--- src/rtl/mdl.sv ---
// Register-bank operation unit: DEPTH x WIDTH scratch store with addressed/pointer ops, one registered response per command.
// Optional MDL_SAT_INC_EN: INC saturates at all-ones and flags overflow through rsp_err.
module mdl #(
  parameter int WIDTH = 8,
  parameter int DEPTH = 5,
  parameter int AW    = 3
) (
  input  logic             clk,
  input  logic             rst_n,
  input  logic             cmd_valid,
  output logic             cmd_ready,
  input  logic [2:0]       cmd_op,
  input  logic [AW-1:0]    cmd_addr,
  input  logic [WIDTH-1:0] cmd_data,
  output logic             rsp_valid,
  output logic [WIDTH-1:0] rsp_data,
  output logic             rsp_err,
  output logic [AW-1:0]    ptr
);

  localparam logic [2:0] OP_NOP  = 3'b000;
  localparam logic [2:0] OP_SHR2 = 3'b001;
  localparam logic [2:0] OP_LOAD = 3'b010;
  localparam logic [2:0] OP_READ = 3'b011;
  localparam logic [2:0] OP_INC  = 3'b100;
  localparam logic [2:0] OP_WPTR = 3'b101;
  localparam logic [2:0] OP_RPTR = 3'b110;
  localparam logic [2:0] OP_CLR  = 3'b111;

  localparam logic [AW:0]   DEPTH_W  = (AW+1)'(DEPTH);
  localparam logic [AW-1:0] PTR_LAST = AW'(DEPTH - 1);

  logic [WIDTH-1:0] mem [DEPTH];

  logic             accept;
  logic             addr_ok;
  logic [WIDTH-1:0] cur;
  logic             wr_en;
  logic [AW-1:0]    wr_idx;
  logic [WIDTH-1:0] wr_val;
  logic             clr;
  logic             rsp_fire;
  logic [WIDTH-1:0] rsp_data_n;
  logic             rsp_err_n;
  logic [AW-1:0]    ptr_n;

  assign accept  = cmd_valid && cmd_ready;
  assign addr_ok = {1'b0, cmd_addr} < DEPTH_W;
  assign cur     = addr_ok ? mem[cmd_addr] : '0;

  always_comb begin
    wr_en      = 1'b0;
    wr_idx     = cmd_addr;
    wr_val     = '0;
    clr        = 1'b0;
    rsp_fire   = 1'b0;
    rsp_data_n = '0;
    rsp_err_n  = 1'b0;
    ptr_n      = ptr;
    if (accept && cmd_op != OP_NOP) begin
      rsp_fire = 1'b1;
      // Addressed ops with an out-of-range address only return an error.
      if (!addr_ok && (cmd_op == OP_SHR2 || cmd_op == OP_LOAD ||
                       cmd_op == OP_READ || cmd_op == OP_INC)) begin
        rsp_err_n = 1'b1;
      end else begin
        unique case (cmd_op)
          OP_SHR2: begin
            wr_en      = 1'b1;
            wr_val     = cur >> 2;
            rsp_data_n = cur >> 2;
          end
          OP_LOAD: begin
            wr_en      = 1'b1;
            wr_val     = cmd_data;
            rsp_data_n = cmd_data;
          end
          OP_READ: rsp_data_n = cur;
          OP_INC: begin
`ifdef MDL_SAT_INC_EN
            if (&cur) begin
              rsp_data_n = cur;
              rsp_err_n  = 1'b1;
            end else begin
              wr_en      = 1'b1;
              wr_val     = cur + 1'b1;
              rsp_data_n = cur + 1'b1;
            end
`else
            wr_en      = 1'b1;
            wr_val     = cur + 1'b1;
            rsp_data_n = cur + 1'b1;
`endif
          end
          OP_WPTR: begin
            wr_en      = 1'b1;
            wr_idx     = ptr;
            wr_val     = cmd_data;
            rsp_data_n = cmd_data;
            ptr_n      = (ptr == PTR_LAST) ? '0 : ptr + 1'b1;
          end
          OP_RPTR: rsp_data_n = mem[ptr];
          OP_CLR: begin
            clr   = 1'b1;
            ptr_n = '0;
          end
          default: rsp_fire = 1'b0;
        endcase
      end
    end
  end

  always_ff @(posedge clk) begin
    if (!rst_n) begin
      for (int i = 0; i < DEPTH; i++) mem[i] <= '0;
      ptr       <= '0;
      cmd_ready <= 1'b0;
      rsp_valid <= 1'b0;
      rsp_data  <= '0;
      rsp_err   <= 1'b0;
    end else begin
      cmd_ready <= 1'b1;
      rsp_valid <= rsp_fire;
      if (rsp_fire) begin
        rsp_data <= rsp_data_n;
        rsp_err  <= rsp_err_n;
      end
      if (clr) begin
        for (int i = 0; i < DEPTH; i++) mem[i] <= '0;
      end else if (wr_en) begin
        mem[wr_idx] <= wr_val;
      end
      ptr <= ptr_n;
    end
  end

endmodule

--- config.mk ---
export PLATFORM = sky130hd
export DESIGN_NAME = mdl
export DESIGN_NICKNAME = d
export VERILOG_FILES = /design/src/rtl/mdl.sv
export SDC_FILE = /design/constraint.sdc
export NUM_CORES = 1
export LEC_CHECK = 0
export ABC_AREA = 1
export BUFFER_PORTS_ARGS = -buffer_cell sky130_fd_sc_hd__buf_4
export CELL_PAD_IN_SITES_DETAIL_PLACEMENT = 0
export CELL_PAD_IN_SITES_GLOBAL_PLACEMENT = 1
export CORE_MARGIN = 3
export CORE_UTILIZATION = 46
export DETAILED_ROUTE_END_ITERATION = 16
export PLACE_DENSITY = 0.82
export SYNTH_ARGS = -nofsm -noshare
export SYNTH_HDL_FRONTEND = slang
export SYNTH_SLANG_ARGS = --single-unit
--- constraint.sdc ---
create_clock -name clk -period 2.81 [get_ports clk]
set_input_delay 0.1405 -clock clk [delete_from_list [all_inputs] [get_ports clk]]
set_output_delay 0.1405 -clock clk [all_outputs]
set_load 0.05 [all_outputs]
==> summary.txt <==
Run status
  – Status: completed

Global routing
  – Total Routing Usage GR: 23.2%
  – Gr ovfl total: 0
  – Largest net degree at the start of global routing: 33
  – First-pass GRT wire length: 19.3 mm
  – Vias in the first global route: 3678
  – Initial antenna violation count: 0

Timing
  – Slew @ Worst Pin: 0.696 ns
  – PnR worst setup slack: 0.518 ns
  – Final min period: 2.29 ns
  – Setup Skew: 0.0144 ns
  – Final Max Tran Viols: 0
  – Period utilization: 81.6%
  – Fin Setup TNS: 0 ns
  – RSZ-0062 raised after global routing: no
  – Finish-stage setup viols: 0
  – Fmax: 436 MHz
  – Slew Limit Headroom: 53.4%
  – Final hold viol count: 0

Cells and area
  – Share of layout cells above drive strength 1: 16.8%
  – Seq. cell area: 2260 sq um
  – Fillers: 896
  – Final nets: 570
  – ANT cells: 0
  – Final design area excluding fillers: 5000 sq um
  – Area added between synthesis and finish: 13.6%
  – Area of the multi-input gates: 1860 sq um

Detailed routing
  – DRT iter0 DRCs: 321
  – Routed Antenna Nets: 0
  – Routed vias/inst: 5.42
  – DR pass1 iterations: 6
  – Via Count: 3709
  – Drt wl/cell: 17.4 um
  – # DRC: 0
  – Routed WL: 11.9 mm

Power
  – Worst ir drop on vdd: 0.266 mV
  – LEAKAGE: 2.06 nW
  – NetSw: 0.665 mW
  – Pint: 1.82 mW
  – Clk pwr share: 33.3%
  – Net Sw Frac: 26.7%
  – Cell area power density: 497 nW/um^2
  – Logic gate share of total power: 13.0%
  – Flop pwr share: 53.7%

Critical path
  – WS Path Type: flop to flop
  – Crit path DAT: 2.30 ns
  – Register-to-register setup slack: 0.52 ns
  – Crit path cell chain: nand2_1 > nor2_8 > o21ai_2 > a21oi_4 > inv_2 > nor2_4 > inv_2 > nor2_8 > nand2_4 > nand2_1
  – CP peak stage delay: 0.34 ns
  – Largest delay share family, worst path: simple AND/OR/NAND/NOR gates
  – Crit start category: flop
  – Cell depth of the worst flop-to-flop path: 10
  – Worst EP required: 2.82 ns
  – Slowest CP cell: dfxtp_1
  – Critical Path Sink Type: flop
  – WP buf/inv: 2
  – R2r endpoint: mem[4][5]
  – Crit Path Max Fanout: 9
  – Worst r2r src: cmd_ready

Clock network
  – Clock H-tree levels: 3
  – Postcts setup bufs: 0
  – CTS root buf: clkbuf_8
  – CTS Hold Bufs: 1
  – Post-CTS Resized: 0
  – Worst-path clk slew: 0.09 ns
  – Clock sinks: 81
  – Worst-skew pair later-pin latency: 0.36 ns
  – CTS tree: yes
  – Clock buffer depth: 2
  – Cts bufs inserted: 9

Synthesis
  – Synth Instances: 512
  – Largest family of logic cells by synthesized area: simple AND/OR/NAND/NOR gates
  – Simple-gate share of the synthesized area: 27.2%
  – Syn Area/Cell: 8.60 sq um
  – XOR/XNOR Fraction of Synth Area: 0%
  – Main synth FF type: edfxtp_1
  – Cell area after synthesis: 4410 sq um
  – Synth Net Count: 532
  – Compound-Gate Fraction of Synth Area: 14.1%
  – Post-synth EDFFs: 64
  – Synth cell types: 38
  – YS warnings: 0
  – Seq cells post-synth: 81
  – Ys async rst share: 0%
  – Area share of fa/ha/maj cells after synthesis: 0.852%
  – Register area share after synthesis: 51.3%
  – Mux contribution to synthesized area: 0%

Worst hold path
  – Hold endpoint: rsp_data[7]
  – Worst Hold Class: primary input to flop
  – Startpoint of the worst hold path: cmd_data[7]
  – Worst hold path depth: 5

Placement
  – DP Area: 4810 sq um
  – # port buffers: 30
  – Post-Place Setup Slack: 0.347 ns
  – Dpl hpwl: 8.65 mm
  – GP Congestion: 0.855

Floorplan
  – Die X: 104 um
  – Initial core utilization: 47.5%
  – Core area: 9280 sq um
  – Die Span Y: 104 um
  – Die Area: 10800 sq um
  – Num ports: 31
  – Site Rows: 35

Flow run
  – # Max-Cap Violations: 0
logic make-up after synthesis:
group / count (synthesis)
flip-flops: 81
buffers and inverters: 69
AO/OA/AOI/OAI: 100
adder cells (fa/ha/maj): 3
AND/OR/NAND/NOR: 259
layout make-up:
cell class                      count  share of cell area (%)
Clock buffer                       10                    2.55
Clock inverter                      6                    1.18
Inverter                           51                    3.95
Multi-Input combinational cell    362                    37.1
Sequential cell                    81                    45.2
Tap cell                          129                    3.23
Timing Repair Buffer               45                    6.80
worst register-to-register path: stages, from the launching register on:
cell,delay (ns)
dfxtp_1,0.34
nand2_1,0.13
nor2_8,0.17
o21ai_2,0.11
a21oi_4,0.24
inv_2,0.13
nor2_4,0.15
inv_2,0.09
nor2_8,0.14
nand2_4,0.11
nand2_1,0.33
cell usage after synthesis, types with 2 or more instances:
cell type	n	area (sq um)
o211ai_1	8	60.1
edfxtp_1	64	1920
nand2_4	9	101
inv_1	41	154
inv_2	7	26.3
nor2_2	3	18.8
nand2_1	113	424
nor2_1	82	308
ha_1	3	37.5
o221ai_1	8	70.1
o21ai_4	2	32.5
o22ai_1	4	25.0
o21ai_1	3	15.0
nor2_8	2	40.0
buf_4	3	22.5
nor3_1	4	20.0
o21ai_0	41	205
a22oi_1	4	30.0
nand3_1	39	195
a211oi_1	3	22.5
dfxtp_1	17	340
nor2_4	4	45.0
a21oi_1	22	110
buf_2	3	15.0
clkbuf_1	10	37.5
placed cells by master (no fill, tap or decap):
cell           Yosys  layout
clkinv_1           1       2
a21oi_1           22      22
clkbuf_8           0       9
a22oi_1            4       4
inv_2              7       7
o211ai_1           8       8
o22ai_1            4       4
nor2_4             4       4
o21ai_0           41      41
nor3_2             1       1
a31oi_1            1       1
o21ai_4            2       2
o221ai_1           8       8
dlygate4sd3_1      0       1
clkinv_4           1       1
o21ai_2            1       1
inv_1             41      41
nand2_8            1       1
nor3_4             1       1
clkinv_2           1       3
a22o_1             1       1
nor2_8             2       2
nand2_1          113     113
nand3_1           39      39
nor3_1             4       4
a211oi_1           3       3
nor2_1            82      82
ha_1               3       3
dfxtp_1           17      17
clkinvlp_4         0       2
a21oi_2            1       1
a21oi_4            1       1
o21ai_1            3       3
clkbuf_1          10       1
bufinv_16          0       1
nand2_4            9       9
buf_4              3      44
edfxtp_1          64      64
nor2_2             3       3
power by group through the flow:
stage               Clock [mW]  Sequential (mW)  Combinational (mW)
global placement             0             1.36               0.322
global route             0.885             1.34               0.360
floorplan                    0             1.38               0.195
finish                   0.827             1.33               0.324
detailed placement           0             1.36               0.323
CTS                      0.836             1.33               0.325
metrics by stage:
| stage | hold WS (ns) | total power, mW | std cells | utilization (%) |
|---|---|---|---|---|
| floorplan | 0.168 | 1.58 | 512 | - |
| global placement | 0.266 | 1.68 | 667 | 51.8 |
| detailed placement | 0.270 | 1.68 | 667 | 51.8 |
| CTS | 0.169 | 2.50 | 684 | 53.9 |
| global route | 0.221 | 2.58 | 684 | 53.9 |
| finish | 0.167 | 2.49 | 684 | 53.9 |
registers in the layout, indices dropped and copies added (netlist names), named ones only:
| signal | cells |
|---|---|
| ptr | 3 |
| rsp_valid | 1 |
| rsp_err | 1 |
| cmd_ready | 1 |
| rsp_data | 8 |
| mem | 64 |
per-layer routing:
layer  track usage [%]  up-vias  share of wire (%)
met5                 0        -                  0
met4              10.1        0                2.7
met3              2.42       22                6.2
met2              37.4      129                 47
met1              32.0     1755                 44
li1                  -     1803                  -
worst max path at each step:
stage / start / cells past startpoint / endpoint
final: cmd_ready / 10 / mem[4][5]
after global routing: mem[3][0] / 10 / mem[3][1]
after CTS: cmd_ready / 10 / mem[4][4]
after detailed placement: cmd_addr[0] / 12 / mem[3][1]
after global placement: cmd_addr[0] / 12 / mem[1][1]
after floorplan: cmd_ready / 8 / mem[5][0]
No activity file was read; power rests on OpenSTA's default activity.
